**src/rtl/pipelined_approx_rc_adder.sv**
```systemverilog
`default_nettype none
// ============================================================================
// Module      : pipelined_approx_rc_adder
// Description : Pipelined ripple-carry adder. A runtime switch (approx_en)
//               selects approximate AFA43 cells for the low APPROX_LSBS bit
//               positions. The carry chain is cut into STAGES registered
//               segments with valid/ready handshakes on both sides.
//               Optional macro APPROX_ERR_MON_EN adds an exact shadow sum
//               and the err_dist / err_cnt error-monitor outputs.
// Revision    : 1.0 - initial release
// ============================================================================
module pipelined_approx_rc_adder #(
    parameter int WIDTH       = 16,
    parameter int APPROX_LSBS = 5,
    parameter int STAGES      = 2
) (
    input  logic             clk,
    input  logic             rst_n,
    input  logic             in_valid,
    output logic             in_ready,
    input  logic [WIDTH-1:0] in_a,
    input  logic [WIDTH-1:0] in_b,
    input  logic             approx_en,
    output logic             out_valid,
    input  logic             out_ready,
`ifdef APPROX_ERR_MON_EN
    output logic [WIDTH:0]   err_dist,
    output logic [15:0]      err_cnt,
`endif
    output logic [WIDTH:0]   out_sum
);

    // Bits resolved per pipeline stage; trailing segments may be short or empty.
    localparam int SEG = (WIDTH + STAGES - 1) / STAGES;

    logic [STAGES-1:0] stage_vld;
    logic [STAGES-1:0] stage_adv;

    // A stage may load when it, or any stage after it, has a free slot,
    // or when the output side is draining this cycle.
    always_comb begin
        stage_adv = '0;
        for (int k = 0; k < STAGES; k++) begin
            stage_adv[k] = out_ready;
            for (int j = k; j < STAGES; j++) begin
                if (!stage_vld[j]) begin
                    stage_adv[k] = 1'b1;
                end
            end
        end
    end

    // Each stage word carries: finished sum bits [HI-1:0], the carry out of
    // bit HI-1, and (except in the last stage) the not-yet-added operand bits
    // packed as {b[WIDTH-1:HI], a[WIDTH-1:HI], approx_en}.
    for (genvar k = 0; k < STAGES; k++) begin : g_stage
        localparam int LO = ((k * SEG) < WIDTH) ? (k * SEG) : WIDTH;
        localparam int HI = (((k + 1) * SEG) < WIDTH) ? ((k + 1) * SEG) : WIDTH;
        localparam int OW = 2 * (WIDTH - LO) + 1;

        logic [OW-1:0] ops_in;
        logic          c_in;
        logic          v_in;
        logic [HI-1:0] low_keep;
        logic [HI-1:0] sum_d;
        logic          c_d;
        logic [HI-1:0] sum_q;
        logic          carry_q;
        logic          vld_q;

        if (k == 0) begin : g_first
            assign ops_in   = {in_b, in_a, approx_en};
            assign c_in     = 1'b0;
            assign v_in     = in_valid;
            assign low_keep = '0;
        end else begin : g_next
            assign ops_in   = g_stage[k-1].g_fwd.ops_q;
            assign c_in     = g_stage[k-1].carry_q;
            assign v_in     = stage_vld[k-1];
            assign low_keep = HI'(g_stage[k-1].sum_q);
        end

        // Ripple this segment, choosing AFA43 or an exact FA per bit position.
        always_comb begin
            logic x;
            logic y;
            x     = 1'b0;
            y     = 1'b0;
            sum_d = low_keep;
            c_d   = c_in;
            for (int i = LO; i < HI; i++) begin
                x = ops_in[1 + i - LO];
                y = ops_in[1 + (WIDTH - LO) + (i - LO)];
                if (ops_in[0] && (i < APPROX_LSBS)) begin
                    sum_d[i] = (~c_d & (x | y)) | (x & y & c_d);
                    c_d      = x & y;
                end else begin
                    sum_d[i] = x ^ y ^ c_d;
                    c_d      = (x & y) | (x & c_d) | (y & c_d);
                end
            end
        end

        // Stage register: take a new beat whenever this slot is allowed to move.
        always_ff @(posedge clk or negedge rst_n) begin
            if (!rst_n) begin
                vld_q   <= 1'b0;
                sum_q   <= '0;
                carry_q <= 1'b0;
            end else if (stage_adv[k]) begin
                vld_q <= v_in;
                if (v_in) begin
                    sum_q   <= sum_d;
                    carry_q <= c_d;
                end
            end
        end

        assign stage_vld[k] = vld_q;

        if (k < STAGES - 1) begin : g_fwd
            logic [2*(WIDTH-HI):0] ops_d;
            logic [2*(WIDTH-HI):0] ops_q;

            if (HI < WIDTH) begin : g_ops
                assign ops_d = {ops_in[2*(WIDTH-LO) : (WIDTH-LO)+1+(HI-LO)],
                                ops_in[WIDTH-LO : (HI-LO)+1],
                                ops_in[0]};
            end else begin : g_mode_only
                assign ops_d = ops_in[0];
            end

            // Hand the remaining operand bits and mode to the next segment.
            always_ff @(posedge clk or negedge rst_n) begin
                if (!rst_n) begin
                    ops_q <= '0;
                end else if (stage_adv[k] && v_in) begin
                    ops_q <= ops_d;
                end
            end
        end

`ifdef APPROX_ERR_MON_EN
        logic [WIDTH:0] ex_in;
        logic [WIDTH:0] ex_q;

        if (k == 0) begin : g_ex_first
            assign ex_in = {1'b0, in_a} + {1'b0, in_b};
        end else begin : g_ex_next
            assign ex_in = g_stage[k-1].ex_q;
        end

        // Exact reference sum travels alongside the beat.
        always_ff @(posedge clk or negedge rst_n) begin
            if (!rst_n) begin
                ex_q <= '0;
            end else if (stage_adv[k] && v_in) begin
                ex_q <= ex_in;
            end
        end
`endif
    end

    // Release of rst_n is expected to be synchronous to clk upstream of here.
    assign in_ready  = stage_adv[0];
    assign out_valid = stage_vld[STAGES-1];
    assign out_sum   = {g_stage[STAGES-1].carry_q, g_stage[STAGES-1].sum_q};

`ifdef APPROX_ERR_MON_EN
    logic [WIDTH:0] ex_out;
    logic [15:0]    err_cnt_q;

    assign ex_out = g_stage[STAGES-1].ex_q;

    // Absolute distance between the exact and the delivered sum.
    always_comb begin
        if (ex_out >= out_sum) begin
            err_dist = ex_out - out_sum;
        end else begin
            err_dist = out_sum - ex_out;
        end
    end

    // Count erroneous results as they leave the block, saturating at the top.
    always_ff @(posedge clk or negedge rst_n) begin
        if (!rst_n) begin
            err_cnt_q <= '0;
        end else if (out_valid && out_ready && (err_dist != '0) && (err_cnt_q != 16'hFFFF)) begin
            err_cnt_q <= err_cnt_q + 16'd1;
        end
    end

    assign err_cnt = err_cnt_q;
`endif

endmodule
`default_nettype wire

```
**config.mk**
```make
export PLATFORM = sky130hd
export DESIGN_NAME = pipelined_approx_rc_adder
export DESIGN_NICKNAME = d
export VERILOG_FILES = /design/src/rtl/pipelined_approx_rc_adder.sv
export SDC_FILE = /design/constraint.sdc
export NUM_CORES = 1
export LEC_CHECK = 0
export CORE_UTILIZATION = 53
export DETAILED_ROUTE_END_ITERATION = 7
export GPL_TIMING_DRIVEN = 1
export PLACE_DENSITY = 0.84
export SLEW_MARGIN = 20
export SYNTH_ARGS = -nofsm -noshare
export SYNTH_HDL_FRONTEND = slang
export SYNTH_SLANG_ARGS = --single-unit
```
**constraint.sdc**
```tcl
create_clock -name clk -period 5.9 [get_ports clk]
set_input_delay 1.475 -clock clk [delete_from_list [all_inputs] [get_ports clk]]
set_output_delay 1.475 -clock clk [all_outputs]
set_load 0.005 [all_outputs]
```
==> results of run 1 <==
## final timing paths
check	startpoint	cells after the start	slack [ns]	endpoint
worst min register to register	g_stage[0].vld_q	1	0.50	out_valid
worst min-delay path	g_stage[0].vld_q	1	0.50	out_valid
worst max register to register	g_stage[0].carry_q	12	2.06	g_stage[1].sum_q[15]
min in group asynchronous	rst_n	1	1.32	g_stage[0].vld_q
max in group asynchronous	rst_n	1	3.99	g_stage[1].sum_q[1]
worst max-delay path	in_b[0]	15	0.17	g_stage[0].sum_q[7]
## Yosys cell counts
master / number
dfrtp_1: 44
inv_1: 25
mux2_2: 21
fa_1: 15
mux2_4: 11
ha_1: 10
o21ai_0: 8
a21oi_1: 6
mux2i_1: 6
nand2b_1: 6
and2_1: 5
a31oi_1: 4
nand3_1: 4
nor2_1: 4
buf_6: 3
clkbuf_1: 3
buf_4: 2
nand2_1: 2
nand3b_1: 1
or2b_1: 1
## flip-flops by register name (all words and copies together) (netlist names)
signal               cells
g_stage.g_fwd.ops_q     16
g_stage.carry_q          2
out_valid                1
g_stage.vld_q            1
g_stage.sum_q           24
## power by group
group / internal, W / switching, W / leakage, nW / total (W)
Clock: 0.000126 / 0.0000990 / 0.0552 / 0.000225
Sequential: 0.000381 / 0.0000447 / 0.508 / 0.000426
Combinational: 0.000201 / 0.000109 / 0.833 / 0.000310
## cell type report
class	count	area (µm²)	share of cell area (%)
multi-input combinational	104	1110	36.6
sequential	44	1100	36.1
timing repair buffer	58	568	18.6
inverter	25	93.8	3.08
clock buffer	6	72.6	2.38
tap	50	62.6	2.05
clock inverter	2	35.0	1.15
## what timing repair did
action / in CTS / in global routing
endpoints found under the setup margin: 0 / 1
gates resized for setup: 0 / 3
hold buffers: 0 / 0
## layer usage
layer	up-vias	GRT usage, %	wire length [µm]
met5	-	0	0
met4	0	9.95	130
met3	11	4.44	160
met2	42	31.0	2070
met1	735	24.9	1770
li1	699	-	-
## through the flow
stage                     hold slack (ns)  TNS [ns]  total power (W)  utilization [%]
after floorplan                     0.457         0         0.000576                -
after global placement              0.466    -0.182         0.000728             70.8
after detailed placement            0.482    -0.241         0.000748             70.8
after CTS                           0.502         0         0.000970             73.4
after global routing                0.526         0          0.00102             73.6
final                               0.499         0         0.000960             73.6
## logic make-up (layout without fill, tap and decap cells)
kind of cell / after synthesis / in the layout
and+or+nand+nor: 23 / 23
muxes: 38 / 38
AOI/OAI and AO/OA: 18 / 18
buffers and inverters: 33 / 91
adders and majority gates: 25 / 25
DFF: 44 / 44
==> results.cfg, run 1 <==
[synthesis]
synth_compound_gate_area_share_pct = 4.02
ys_top_cells_by_area = dfrtp_1 47%, fa_1 13%, mux2_2 10%, mux2_4 7.0%, ha_1 5.3%
ys_types = 20
syn_area_per_cell_um2 = 13.1
synth_area_mm2 = 0.00236
ys_seq_area_share_pct = 46.6
syn_inst = 181
synthMuxAreaShare_pct = 19.5
synth_top_cell_by_area = dfrtp_1
synth_top_cell_area_share_pct = 46.6
synth_xor_area_share_pct = 0
syn_nets = 243
ys_seq_elements = 44
synthAdderAreaFrac_pct = 18.0
synth_top_family_by_area = multiplexers
synthSimpleGateAreaFrac_pct = 5.35
synth_warnings = 0

[cells_and_area]
fillCellCount = 299
fin_cells = 289
most-common-layout-cells = 54 x clkdlybuf4s50_1, 44 x dfrtp_1, 24 x inv_1, 21 x mux2_2, 14 x fa_1
layout.nets = 300
mostFrequentLayoutCell = clkdlybuf4s50_1
area_delta_synth_final_pct = 29.0
postLayoutCellArea_mm2 = 0.00305
n_antenna_cell = 0
drive_gt1_share_pct = 19.7

[setup_path]
crit_path_end_kind = flop
critPathKind = in2reg
critPathLaunchType = input pin
worstPathArrival_ns = 5.95
crit_buf_inv = 2
cp.required_ns = 6.12
cp_cell_sequence = clkdlybuf4s50_1, ha_2, fa_1, mux2_2, fa_1, mux2_2, fa_1, mux2_2, fa_1, mux2_2, fa_1, fa_2, inv_2, fa_1, mux2i_1
critPathSlowestCell = clkdlybuf4s50_1
path_delay_family = adder cells
max_stage_delay_ns = 0.42
critPathMaxFanout = 3
path_common_cell = fa_1

[placed_design]
portBuffers = 55
dp.cells = 281
routabilityCongestion = 0.754
dp_slack_ns = -0.241
dpl.hpwl_mm = 3.15
place_area_mm2 = 0.00293

[grt]
track_usage_pct = 19.5
gr-total-overflow = 0
grt_max_degree = 45
grt_pass1_wl_mm = 6.44
grt_pass1_vias = 1415
antenna_found_initial = 0

[floorplanning]
core_mm2 = 0.00414
dieArea_mm2 = 0.00473
start_util_pct = 57.0
die_w_um = 68.8
rows = 23
die_y_um = 68.8
io-pin-count = 56

[sta]
worst_slew_pin_slew_ns = 0.941
clock_skew_ns = 0.0105
layout_min_cycle_time_ns = 5.73
slew_headroom_pct = 37.3
finalMaxSlewViolations = 0
finalHoldViolations = 0
finalSetupViolCount = 0
fmax_mhz = 175
layout_setup_ws_ns = 0.172
grt_setup_unrepaired = no
fin_crit_sh_pct = 97.1

[route]
wl_mm = 4.14
ant_nets = 0
drtIter0Drc = 65
firstDrtPassIters = 4
vias = 1487
via_per_inst = 5.15
wire_per_inst_um = 14.3
drc_errors = 0

[power]
leakagePower_nw = 1.40
vdd_drop_max_mv = 0.132
p_per_area_mw_per_mm2 = 315

[clocking]
tritoncts = yes
cts_setup_buffers = 0
root_buffer = clkbuf_8
cts_sinks = 44
numCtsBuffers = 5
cts.clk_slew.worst_paths_ns = 0.08
worst_skew_pair.late_latency_ns = 0.30
htree_levels = 2
cts.path.max_buffers = 2

[min_path]
hold_class = reg2reg

[run]
drv_cap = 0

[status]
status = finished, final reports clean
(Power assumes the default switching activity.)
==> run 2, diff against run 1 <==
--- a/config.mk
+++ b/config.mk
@@ -5,6 +5,7 @@
 export SDC_FILE = /design/constraint.sdc
 export NUM_CORES = 1
 export LEC_CHECK = 0
+export CORE_MARGIN = 3
 export CORE_UTILIZATION = 53
 export DETAILED_ROUTE_END_ITERATION = 7
 export GPL_TIMING_DRIVEN = 1
==> run 2 against run 1 <==
Via count shrank 3.2%. Register-to-register slack gained 0.09 ns. Largest cell class unchanged. Sequential share of layout area is essentially flat. Worst setup slack gained 0.014 ns. First-iteration DRC count grew 37%. Final cell count is the same. Clock skew shrank 0.0041 ns.
==> results.cfg, run 2 (synthesis results as in run 1) <==
[setup_path]
critPathKind = in2reg
max_stage_delay_ns = 0.42
cp_cell_sequence = clkdlybuf4s50_1, ha_2, fa_1, mux2_2, fa_2, mux2_2, fa_1, mux2_2, fa_1, mux2_2, fa_2, fa_2, inv_2, fa_1, mux2i_1
crit_buf_inv = 2
critPathMaxFanout = 2
cp.required_ns = 6.11
critPathLaunchType = input pin
path_delay_family = adder cells
worstPathArrival_ns = 5.93
crit_path_end_kind = flop
critPathSlowestCell = clkdlybuf4s50_1

[clocking]
worst_skew_pair.late_latency_ns = 0.29
cts_hold_buf = 0
root_buffer = clkbuf_8
cts.clk_slew.worst_paths_ns = 0.08
cts_sinks = 44
tritoncts = yes
numCtsBuffers = 5
cts.path.max_buffers = 2
htree_levels = 2

[grt]
grt_pass1_vias = 1509
track_usage_pct = 17.6
gr-total-overflow = 0
grt_pass1_wl_mm = 7.04
antenna_found_initial = 0
grt_max_degree = 45

[run]
drv_cap = 0

[sta]
clock_skew_ns = 0.00642
finalMaxSlewViolations = 0
finalSetupViolCount = 0
fmax_mhz = 175
layout_min_cycle_time_ns = 5.71
fin_crit_sh_pct = 96.8
slew_headroom_pct = 37.9
finalHoldViolations = 0
grt_setup_unrepaired = no
worst_slew_pin_slew_ns = 0.932
whs_ns = 0.494

[floorplanning]
rows = 23
dieArea_mm2 = 0.00530
core_mm2 = 0.00414
die_y_um = 72.8
start_util_pct = 57.0
die_w_um = 72.8
io-pin-count = 56

[route]
drc_errors = 0
vias = 1440
via_per_inst = 4.98
wire_per_inst_um = 14.5
ant_nets = 0
wl_mm = 4.20
firstDrtPassIters = 4
drtIter0Drc = 89

[cells_and_area]
reg.largest.list = g_stage.sum_q: 24 flops, g_stage.g_fwd.ops_q: 16 flops, g_stage.carry_q: 2 flops
mostFrequentLayoutCell = clkdlybuf4s50_1
postLayoutCellArea_mm2 = 0.00305
area_delta_synth_final_pct = 29.0
most-common-layout-cells = 54 x clkdlybuf4s50_1, 44 x dfrtp_1, 24 x inv_1, 21 x mux2_2, 12 x fa_1
drive_gt1_share_pct = 20.9
fillCellCount = 280
n_antenna_cell = 0
top_register = g_stage.sum_q
largest_register_ffs = 24
fin_cells = 289
layout.nets = 301

[placed_design]
dpl.hpwl_mm = 3.14
dp.cells = 281
place_area_mm2 = 0.00293
routabilityCongestion = 0.718
portBuffers = 55

[min_path]
hold_class = reg2reg

[power]
leakagePower_nw = 1.40
p_per_area_mw_per_mm2 = 305
vdd_drop_max_mv = 0.155

[status]
status = finished, final reports clean
[run 2: routing by layer]
| layer | vias to the layer above | global-route usage (%) | part of all wire (%) |
|---|---|---|---|
| met1 | 702 | 23.1 | 43 |
| met5 | - | 0 | 0 |
| li1 | 697 | - | - |
| met4 | 0 | 4.92 | 1.1 |
| met3 | 4 | 4.82 | 3.9 |
| met2 | 37 | 28.9 | 52 |
[run 2: power breakdown]
| group | switching (W) | total [W] | internal, W | leakage, nW |
|---|---|---|---|---|
| sequential | 0.0000448 | 0.000426 | 0.000381 | 0.508 |
| combinational | 0.000106 | 0.000306 | 0.000200 | 0.837 |
| clock | 0.0000939 | 0.000198 | 0.000104 | 0.0503 |
| total | 0.000245 | 0.000930 | 0.000685 | 1.40 |
[run 2: metrics by stage]
step	util [%]	setup WS (ns)	power (W)	setup TNS (ns)
floorplan	-	0.381	0.000576	0
global placement	70.8	-0.182	0.000729	-0.182
detailed placement	70.8	-0.342	0.000744	-0.502
CTS	73.2	0.0485	0.000942	0
global route	73.6	0.0332	0.000990	0
finish	73.6	0.186	0.000930	0
[run 2: path summary, 6_finish.rpt]
| check | slack [ns] | cells after the start | to | start |
|---|---|---|---|---|
| worst min-delay path | 0.49 | 1 | out_valid | g_stage[0].vld_q |
| max in group asynchronous | 4.00 | 1 | g_stage[1].sum_q[13] | rst_n |
| worst min register to register | 0.49 | 1 | out_valid | g_stage[0].vld_q |
| worst max-delay path | 0.19 | 15 | g_stage[0].sum_q[7] | in_b[0] |
| min in group asynchronous | 1.32 | 1 | g_stage[0].g_fwd.ops_q[11] | rst_n |
| worst max register to register | 2.15 | 12 | g_stage[1].sum_q[15] | g_stage[0].carry_q |
[run 2: cell type report]
| class | count | area (µm²) | area share, % |
|---|---|---|---|
| clock buffer | 7 | 96.3 | 3.16 |
| inverter | 25 | 93.8 | 3.08 |
| multi-input combinational | 104 | 1120 | 36.7 |
| sequential | 44 | 1100 | 36.1 |
| tap | 50 | 62.6 | 2.05 |
| timing repair buffer | 59 | 576 | 18.9 |
[run 2: repair_timing]
action	4_1_cts	5_1_grt
pin swaps	0	1
setup endpoints to repair	1	1
setup buffers	0	1
cloned	0	0
gates resized for setup	3	2
